===== src/rtl/fft_wr_pkg.sv =====
// Shared types and constants for the FFT result writer.
// State encoding, word-to-byte address shift and default widths.
package fft_wr_pkg;

  typedef enum logic [1:0] {
    IDLE  = 2'd0,
    RUN   = 2'd1,
    FLUSH = 2'd2,
    DONE  = 2'd3
  } wr_state_t;

  localparam int WORD_SHIFT         = 2;
  localparam int DEF_DATA_W         = 32;
  localparam int DEF_ADDR_W         = 32;
  localparam int DEF_FIFO_DEPTH     = 4;

endpackage


===== src/rtl/fft_wr_fifo.sv =====
// Synchronous FIFO with registered full/empty flags and a sync clear.
// Latency: a push at edge N is visible at the head (empty=0) from cycle N+1.
// Backpressure: push ignored when full, pop ignored when empty; simultaneous push/pop keeps occupancy.
module fft_wr_fifo #(
  parameter int WIDTH = 32,
  parameter int DEPTH = 4
) (
  input  logic             clk,
  input  logic             rst,
  input  logic             clr,
  input  logic             push,
  input  logic [WIDTH-1:0] push_dat,
  input  logic             pop,
  output logic [WIDTH-1:0] head_dat,
  output logic             full,
  output logic             empty
);

  localparam int PW = $clog2(DEPTH);
  localparam logic [PW:0] DEPTH_C = (PW+1)'(DEPTH);
  localparam logic [PW:0] CNT_ONE = (PW+1)'(1);
  localparam logic [PW-1:0] PTR_ONE = PW'(1);

  logic [WIDTH-1:0] mem [DEPTH];
  logic [PW-1:0]    wr_ptr;
  logic [PW-1:0]    rd_ptr;
  logic [PW:0]      cnt;
  logic [PW:0]      cnt_nxt;
  logic             do_push;
  logic             do_pop;

  assign do_push  = push && !full;
  assign do_pop   = pop && !empty;
  assign head_dat = mem[rd_ptr];

  always_comb begin
    cnt_nxt = cnt;
    if (do_push && !do_pop)
      cnt_nxt = cnt + CNT_ONE;
    else if (do_pop && !do_push)
      cnt_nxt = cnt - CNT_ONE;
  end

  always_ff @(posedge clk) begin
    if (rst || clr) begin
      wr_ptr <= '0;
      rd_ptr <= '0;
      cnt    <= '0;
      full   <= 1'b0;
      empty  <= 1'b1;
    end else begin
      if (do_push) wr_ptr <= wr_ptr + PTR_ONE;
      if (do_pop)  rd_ptr <= rd_ptr + PTR_ONE;
      cnt   <= cnt_nxt;
      full  <= (cnt_nxt == DEPTH_C);
      empty <= (cnt_nxt == '0);
    end
  end

  // Storage needs no reset: the flags alone decide what is valid.
  always_ff @(posedge clk) begin
    if (do_push)
      mem[wr_ptr] <= push_dat;
  end

endmodule


===== src/rtl/fft_result_writer.sv =====
// Buffers FFT result words and writes them to offset + 4*index; done pulses once filesize words are written.
// Latency: word accepted at edge N may be presented on mem_we in cycle N+1; 1 word/cycle with ack held high.
// Backpressure: in_ready follows the registered FIFO full flag; writes hold until mem_ack. FFT_WR_BYTESWAP_EN byte-reverses mem_wdata.
module fft_result_writer
  import fft_wr_pkg::*;
#(
  parameter int DATA_W     = DEF_DATA_W,
  parameter int ADDR_W     = DEF_ADDR_W,
  parameter int FIFO_DEPTH = DEF_FIFO_DEPTH
) (
  input  logic              clk,
  input  logic              rst,
  input  logic              start,
  input  logic [ADDR_W-1:0] offset,
  input  logic [ADDR_W-1:0] filesize,
  input  logic [DATA_W-1:0] in_data,
  input  logic              in_valid,
  output logic              in_ready,
  output logic [ADDR_W-1:0] mem_addr,
  output logic [DATA_W-1:0] mem_wdata,
  output logic              mem_we,
  input  logic              mem_ack,
  output logic              busy,
  output logic              done
);

  localparam logic [ADDR_W-1:0] CNT_ONE = ADDR_W'(1);

  wr_state_t         state_q;
  wr_state_t         state_d;
  logic [ADDR_W-1:0] offset_q;
  logic [ADDR_W-1:0] filesize_q;
  logic [ADDR_W-1:0] acc_cnt;
  logic [ADDR_W-1:0] wr_cnt;
  logic              start_take;
  logic              accept;
  logic              pop;
  logic              fifo_full_q;
  logic              fifo_empty_q;
  logic [DATA_W-1:0] head_dat;
  logic [DATA_W-1:0] head_fmt;

  assign accept = in_valid && in_ready;
  assign pop    = mem_we && mem_ack;

  fft_wr_fifo #(
    .WIDTH (DATA_W),
    .DEPTH (FIFO_DEPTH)
  ) u_fifo (
    .clk      (clk),
    .rst      (rst),
    .clr      (start_take),
    .push     (accept),
    .push_dat (in_data),
    .pop      (pop),
    .head_dat (head_dat),
    .full     (fifo_full_q),
    .empty    (fifo_empty_q)
  );

  always_ff @(posedge clk) begin
    if (rst) state_q <= IDLE;
    else     state_q <= state_d;
  end

  // in_ready depends only on registered state, never on mem_ack.
  always_comb begin
    state_d    = state_q;
    start_take = 1'b0;
    in_ready   = 1'b0;
    mem_we     = 1'b0;
    busy       = 1'b0;
    done       = 1'b0;
    case (state_q)
      IDLE: begin
        if (start) begin
          start_take = 1'b1;
          state_d    = (filesize == '0) ? DONE : RUN;
        end
      end
      RUN: begin
        busy     = 1'b1;
        in_ready = !fifo_full_q && (acc_cnt < filesize_q);
        mem_we   = !fifo_empty_q;
        if (in_valid && !fifo_full_q && (acc_cnt < filesize_q)
            && (acc_cnt + CNT_ONE == filesize_q))
          state_d = FLUSH;
      end
      FLUSH: begin
        busy   = 1'b1;
        mem_we = !fifo_empty_q;
        if (!fifo_empty_q && mem_ack && (wr_cnt + CNT_ONE == filesize_q))
          state_d = DONE;
      end
      DONE: begin
        done    = 1'b1;
        state_d = IDLE;
      end
      default: state_d = IDLE;
    endcase
  end

  always_ff @(posedge clk) begin
    if (rst) begin
      offset_q   <= '0;
      filesize_q <= '0;
      acc_cnt    <= '0;
      wr_cnt     <= '0;
    end else if (start_take) begin
      offset_q   <= offset;
      filesize_q <= filesize;
      acc_cnt    <= '0;
      wr_cnt     <= '0;
    end else begin
      if (accept) acc_cnt <= acc_cnt + CNT_ONE;
      if (pop)    wr_cnt  <= wr_cnt + CNT_ONE;
    end
  end

`ifdef FFT_WR_BYTESWAP_EN
  always_comb begin
    head_fmt = '0;
    for (int b = 0; b < DATA_W/8; b++)
      head_fmt[DATA_W-1-8*b -: 8] = head_dat[8*b +: 8];
  end
`else
  assign head_fmt = head_dat;
`endif

  // Address wraps silently modulo 2^ADDR_W; outputs are zero while no write is pending.
  assign mem_addr  = mem_we ? (offset_q + (wr_cnt << WORD_SHIFT)) : '0;
  assign mem_wdata = mem_we ? head_fmt : '0;

endmodule


===== config.mk =====
export PLATFORM = sky130hd
export DESIGN_NAME = fft_result_writer
export DESIGN_NICKNAME = d
export VERILOG_FILES = /design/src/rtl/fft_wr_pkg.sv /design/src/rtl/fft_wr_fifo.sv /design/src/rtl/fft_result_writer.sv
export SDC_FILE = /design/constraint.sdc
export NUM_CORES = 1
export LEC_CHECK = 0
export CORE_MARGIN = 4
export CORE_UTILIZATION = 55
export CTS_BUF_LIST = sky130_fd_sc_hd__clkbuf_8 sky130_fd_sc_hd__clkbuf_16
export CTS_CLUSTER_SIZE = 25
export DETAILED_ROUTE_END_ITERATION = 16
export GPL_ROUTABILITY_DRIVEN = 0
export GPL_TIMING_DRIVEN = 0
export PLACE_DENSITY = 0.78
export SETUP_SLACK_MARGIN = 0.05
export SYNTH_ARGS = -nofsm -noshare
export SYNTH_HDL_FRONTEND = slang
export SYNTH_SLANG_ARGS = --single-unit

===== constraint.sdc =====
create_clock -name clk -period 8.6 [get_ports clk]
set_clock_uncertainty 0.05 [all_clocks]
set_input_delay 1.72 -clock clk [delete_from_list [all_inputs] [get_ports clk]]
set_output_delay 1.72 -clock clk [all_outputs]
set_load 0.01 [all_outputs]

After elaboration in Yosys (flattened, before gate mapping) --
Memories as Yosys holds them, arrays and structs flattened. A register that Yosys moved wholly into a read port is not among the register bits. Cells that the tools add are included.
Word-level totals: bits in latches 0, memories 1, memory bits (writable) 128, bits in read-only memories 0, bits in registers 139, word-level logic and storage cells 70
Memories:
- u_fifo.mem | depth 4, bits a word 32, rd ports 1, clocked after Yosys merged registers in 1, wr ports 1, RTL line fft_wr_fifo.sv:24 | logic [WIDTH-1:0] mem [DEPTH];
Cells by class: $mul 0, reductions and logical operators 23, eq/ne operators 9, bitwise gates (word level) 0, multiplexer cells 19, add/sub/neg operators 7, shifts and indexed selects 0, div/mod/pow operators 0, magnitude comparators 1
Operators with widths (number):
- $add A32 B1 Y32 const B | 2
- $eq A32 B32 Y1 | 2
- $mux W32 | 2
- $add A32 B32 Y32 | 1
- $logic_not A32 Y1 | 1
- $lt A32 B32 Y1 | 1
- $logic_and A1 B1 Y1 | 12
- $mux W2 | 6
- $mux W1 | 8
- $pmux W2 S4 | 1
- $mux W3 | 2
- $ne A2 B2 Y1 const B | 3
- $add A2 B1 Y2 const B | 2
- $eq A2 B2 Y1 const B | 2
- $logic_not A1 Y1 | 4
- $reduce_or A2 Y1 | 2
- $add A3 B1 Y3 const B | 1
- $eq A3 B3 Y1 const B | 1
- $logic_not A3 Y1 | 1
- $reduce_and A3 Y1 | 1
- $sub A3 B1 Y3 const B | 1
- $eq A2 B1 Y1 const B | 1
- $logic_not A2 Y1 | 1
- $logic_or A1 B1 Y1 | 1

Depth between registers and ports, before layout --
depth after elaboration 10, mapped depth 14, gate-level depth less buffers 11

By module --
A second synthesis with hierarchy kept.
Second synthesis, totals: cell total of the unflattened synthesis 1556, area total of the unflattened synthesis 15009.4 um^2
Modules (own cells, without submodules):
- fft_result_writer | cells an instance 1316, times used 1, area each 9760.6 um^2
- fft_wr_fifo | cells an instance 240, times used 1, area each 5248.8 um^2

Worst setup path after synthesis --
Ideal clock, no wire load.
path type reg-to-output, from register offset_q[2], to output mem_addr[28], required time 6.830 ns, stages on the path, launching flop included 12, slack 3.817 ns, arrival 3.013 ns, path buffers 0, cell sequence dfxtp_1 ha_1 fa_1 a21oi_1 o211ai_1 a2111oi_0 o21ai_0 nor4bb_1 o41ai_1 a21oi_1 xnor2_1 nor2_1
On the way: cells in the longest elaborated chain, start to end 2
Ends and longest elaborated chain:
- from (decl) | RTL line fft_result_writer.sv:31 | logic [ADDR_W-1:0] offset_q;
- from (signal assigned) | RTL line fft_result_writer.sv:110 | offset_q <= offset;
- $add A32 B32 Y32 | RTL line fft_result_writer.sv:131 | assign mem_addr = mem_we ? (offset_q + (wr_cnt << WORD_SHIFT)) : '0;
- $mux W32 | RTL line fft_result_writer.sv:131
- to (decl) | RTL line fft_result_writer.sv:19 | output logic [ADDR_W-1:0] mem_addr,
No other way between the ends.

Worst setup path after layout --
from register wr_cnt[0], to output mem_addr[30]
On the way: cells in the longest elaborated chain, start to end 2
Ends and longest elaborated chain:
- from (decl) | RTL line fft_result_writer.sv:34 | logic [ADDR_W-1:0] wr_cnt;
- from (signal assigned) | RTL line fft_result_writer.sv:116 | if (pop) wr_cnt <= wr_cnt + CNT_ONE;
- $add A32 B32 Y32 | RTL line fft_result_writer.sv:131
- $mux W32 | RTL line fft_result_writer.sv:131
No other way between the ends.

==> impl_results.md <==
* Layout area overhead at 20.1%
* Mapped Cells at 1,576
* Vias at 12,700
* Post-CTS setup buffers at 0
* Max Fclk at 152 MHz
* Routed WL at 41,600 um
* Die area at 0.0303 mm^2
* Iter 0 DRT Violations at 950
* Cell area after synthesis at 0.0152 mm^2
* # fillers at 2,123
* Placed insts at 2,085
* Post-synth top area share at 25.4%
* Layout Cells excl Fill at 2,139
* Setup-failing EPs final at 0
* CTS tree: yes
* CP Capture Type: output port
* Syn avg cell area at 9.62 um^2
* IR drop worst, VDD at 0.000175 V
* CTS HTree Levels at 1
* Leakage power at 6.35 nW
* Initial antenna violation count at 2
* FP Rows at 60
* Die X at 174 um
* Detail Route Antenna Nets at 0
* Min Clock Period, post-route at 6.56 ns
* Inserted Clock Buffers at 29
* Fraction of layout cells with a size suffix above 1 at 5.67%
* Main flop type after synthesis: dfxtp_1
* Tcrit/Tclk final at 76.3%
* Port bufs at 168
* Die height at 174 um
* Core ar. at 0.0270 mm^2
* Slew headroom at 30.1%
* Post-synth top cells: nand2_1 (197), dfxtp_1 (141), edfxtp_1 (128), nor2_1 (127), a21oi_1 (115)
* Pre-antenna DRT Iters at 5
* Max-cap violations at 0
* Most frequent cell after synthesis: nand2_1
* Status: finished, final reports clean
* Vias in the first global route at 12,600
* Worst-path clk slew at 0.07 ns
* Worst Hold Class: reg2reg
* Sink Count at 269
* Cell taking the most area after synthesis: edfxtp_1
* FFs w/ async S/R, synth at 0%
* Root buffer cell: clkbuf_16
* Synth Warn # at 0
* Initial Utilization at 56.1%
* Yosys reg bits at 269
* Unique masters post-synth at 74
* Worst skew pair latency at 0.57 ns
* PostCTS Resize Cnt at 0
* IO Count at 169
* Nets at 1,951
* Tot GR Track Use at 26.7%
* Max FO, Critical Path at 3
* Grt ovf at 0
* Slew Limit Fails at 0
* CP startpoint kind: flop
* Cts hold-fix bufs at 0
* WP data arrival at 4.79 ns
* Final hold slack at 0.403 ns
* DP HPWL at 30,600 um
* Number of synthesized flops with an enable pin at 128
* Final Hold Vio Count at 0
* Critical Path RT at 6.83 ns
* Drt drc at 0
* Pin count of the biggest net entering global routing at 33
* RSZ-0062 raised after global routing: no
* Critical path type: reg2out
* Seq/Total Area, Yosys at 44.0%
* Slew @ Worst Pin at 1.04 ns
* Avg WL per Cell at 19.4 um
* Diode count at 0
* Pwr per Cell Area at 194 mW/mm^2
* Deepest clock path buffer count at 3
* First-pass GRT wire length at 65,600 um
* Setup TNS at 0 ns
* Syn nets at 1,752
* Via density at 5.95
* Synth area leaders: edfxtp_1 (25%), dfxtp_1 (19%), ha_1 (6.1%), xnor2_1 (5.0%), nand2_1 (4.9%)
## kinds of logic (layout without fill, tap and decap cells)
kind of cell | after synthesis | after routing | synth area share [%]
fa+ha+maj | 77 | 77 | 6.37
simple gates | 634 | 634 | 20.9
buf+inv | 151 | 373 | 3.99
xor+xnor | 158 | 158 | 9.22
mux | 42 | 42 | 5.42
flops | 269 | 269 | 44.0
compound gates | 245 | 245 | 10.1
## power breakdown
group	leakage, nW	internal [mW]	switching [mW]
Clock	0.489	0.701	0.524
Combinational	3.56	0.324	0.486
Sequential	2.30	1.43	0.0737
Total	6.35	2.45	1.08
## area by class of cell
cell class,count,area [um^2],area share [%]
multi-input combinational,1156,7890,43.3
clock inverter,22,171,0.942
buffer,90,375,2.06
clock buffer,32,767,4.21
inverter,61,229,1.26
tap,341,427,2.34
sequential,269,6670,36.6
timing repair buffer,168,1680,9.24
## path summary, 6_finish.rpt
path            startpoint           endpoint  slack [ns]  cells past startpoint
max reg2reg  filesize_q[6]  u_fifo.mem[2][29]        3.71                     10
min reg2reg    offset_q[1]        offset_q[1]        0.40                      2
min            offset_q[1]        offset_q[1]        0.40                      2
max              wr_cnt[0]       mem_addr[30]        2.04                     11
## worst max-delay path, stage by stage (launching register included)
cell,delay [ns]
dfxtp_1,0.35
ha_1,0.22
fa_1,0.42
a21oi_1,0.32
o211ai_1,0.18
a2111oi_0,0.54
o21ai_0,0.31
nor4bb_1,0.25
o41ai_1,0.53
a21oi_1,0.22
o211ai_1,0.28
clkdlybuf4s50_1,0.58
## cells in the final DEF (no fill, tap or decap), types with 71 or more instances in the layout
| master | synthesis | routed |
|---|---|---|
| nor2_1 | 127 | 127 |
| xnor2_1 | 86 | 86 |
| clkdlybuf4s50_1 | 0 | 168 |
| nand2_1 | 197 | 197 |
| xor2_1 | 71 | 71 |
| dfxtp_1 | 141 | 141 |
| ha_1 | 74 | 74 |
| edfxtp_1 | 128 | 128 |
| a21oi_1 | 115 | 115 |
## through the flow
step	total power, mW	util (%)	worst slack [ns]	cell area, um^2
floorplan	2.01	-	3.82	15200
global route	3.68	67.4	1.84	18200
detailed placement	2.32	63.9	2.69	17300
CTS	3.55	67.4	2.06	18200
global placement	2.30	63.9	2.74	17300
finish	3.54	67.4	2.04	18200
## state kept, by name (all words and copies together) (netlist names), 2 cells and up, named ones only
signal and count:
u_fifo.mem 128, acc_cnt 32, filesize_q 32, offset_q 32, wr_cnt 32, u_fifo.cnt 3
state_q 2, u_fifo.rd_ptr 2, u_fifo.wr_ptr 2
## per-layer routing
metal,vias to the layer above,GRT usage (%),part of all wire (%)
met5,-,0,0.062
met4,4,11.4,4.6
met3,112,5.89,8.4
met2,526,43.7,46
met1,6009,34.4,41
li1,6075,-,-
No activity file was read; power rests on OpenSTA's default activity.
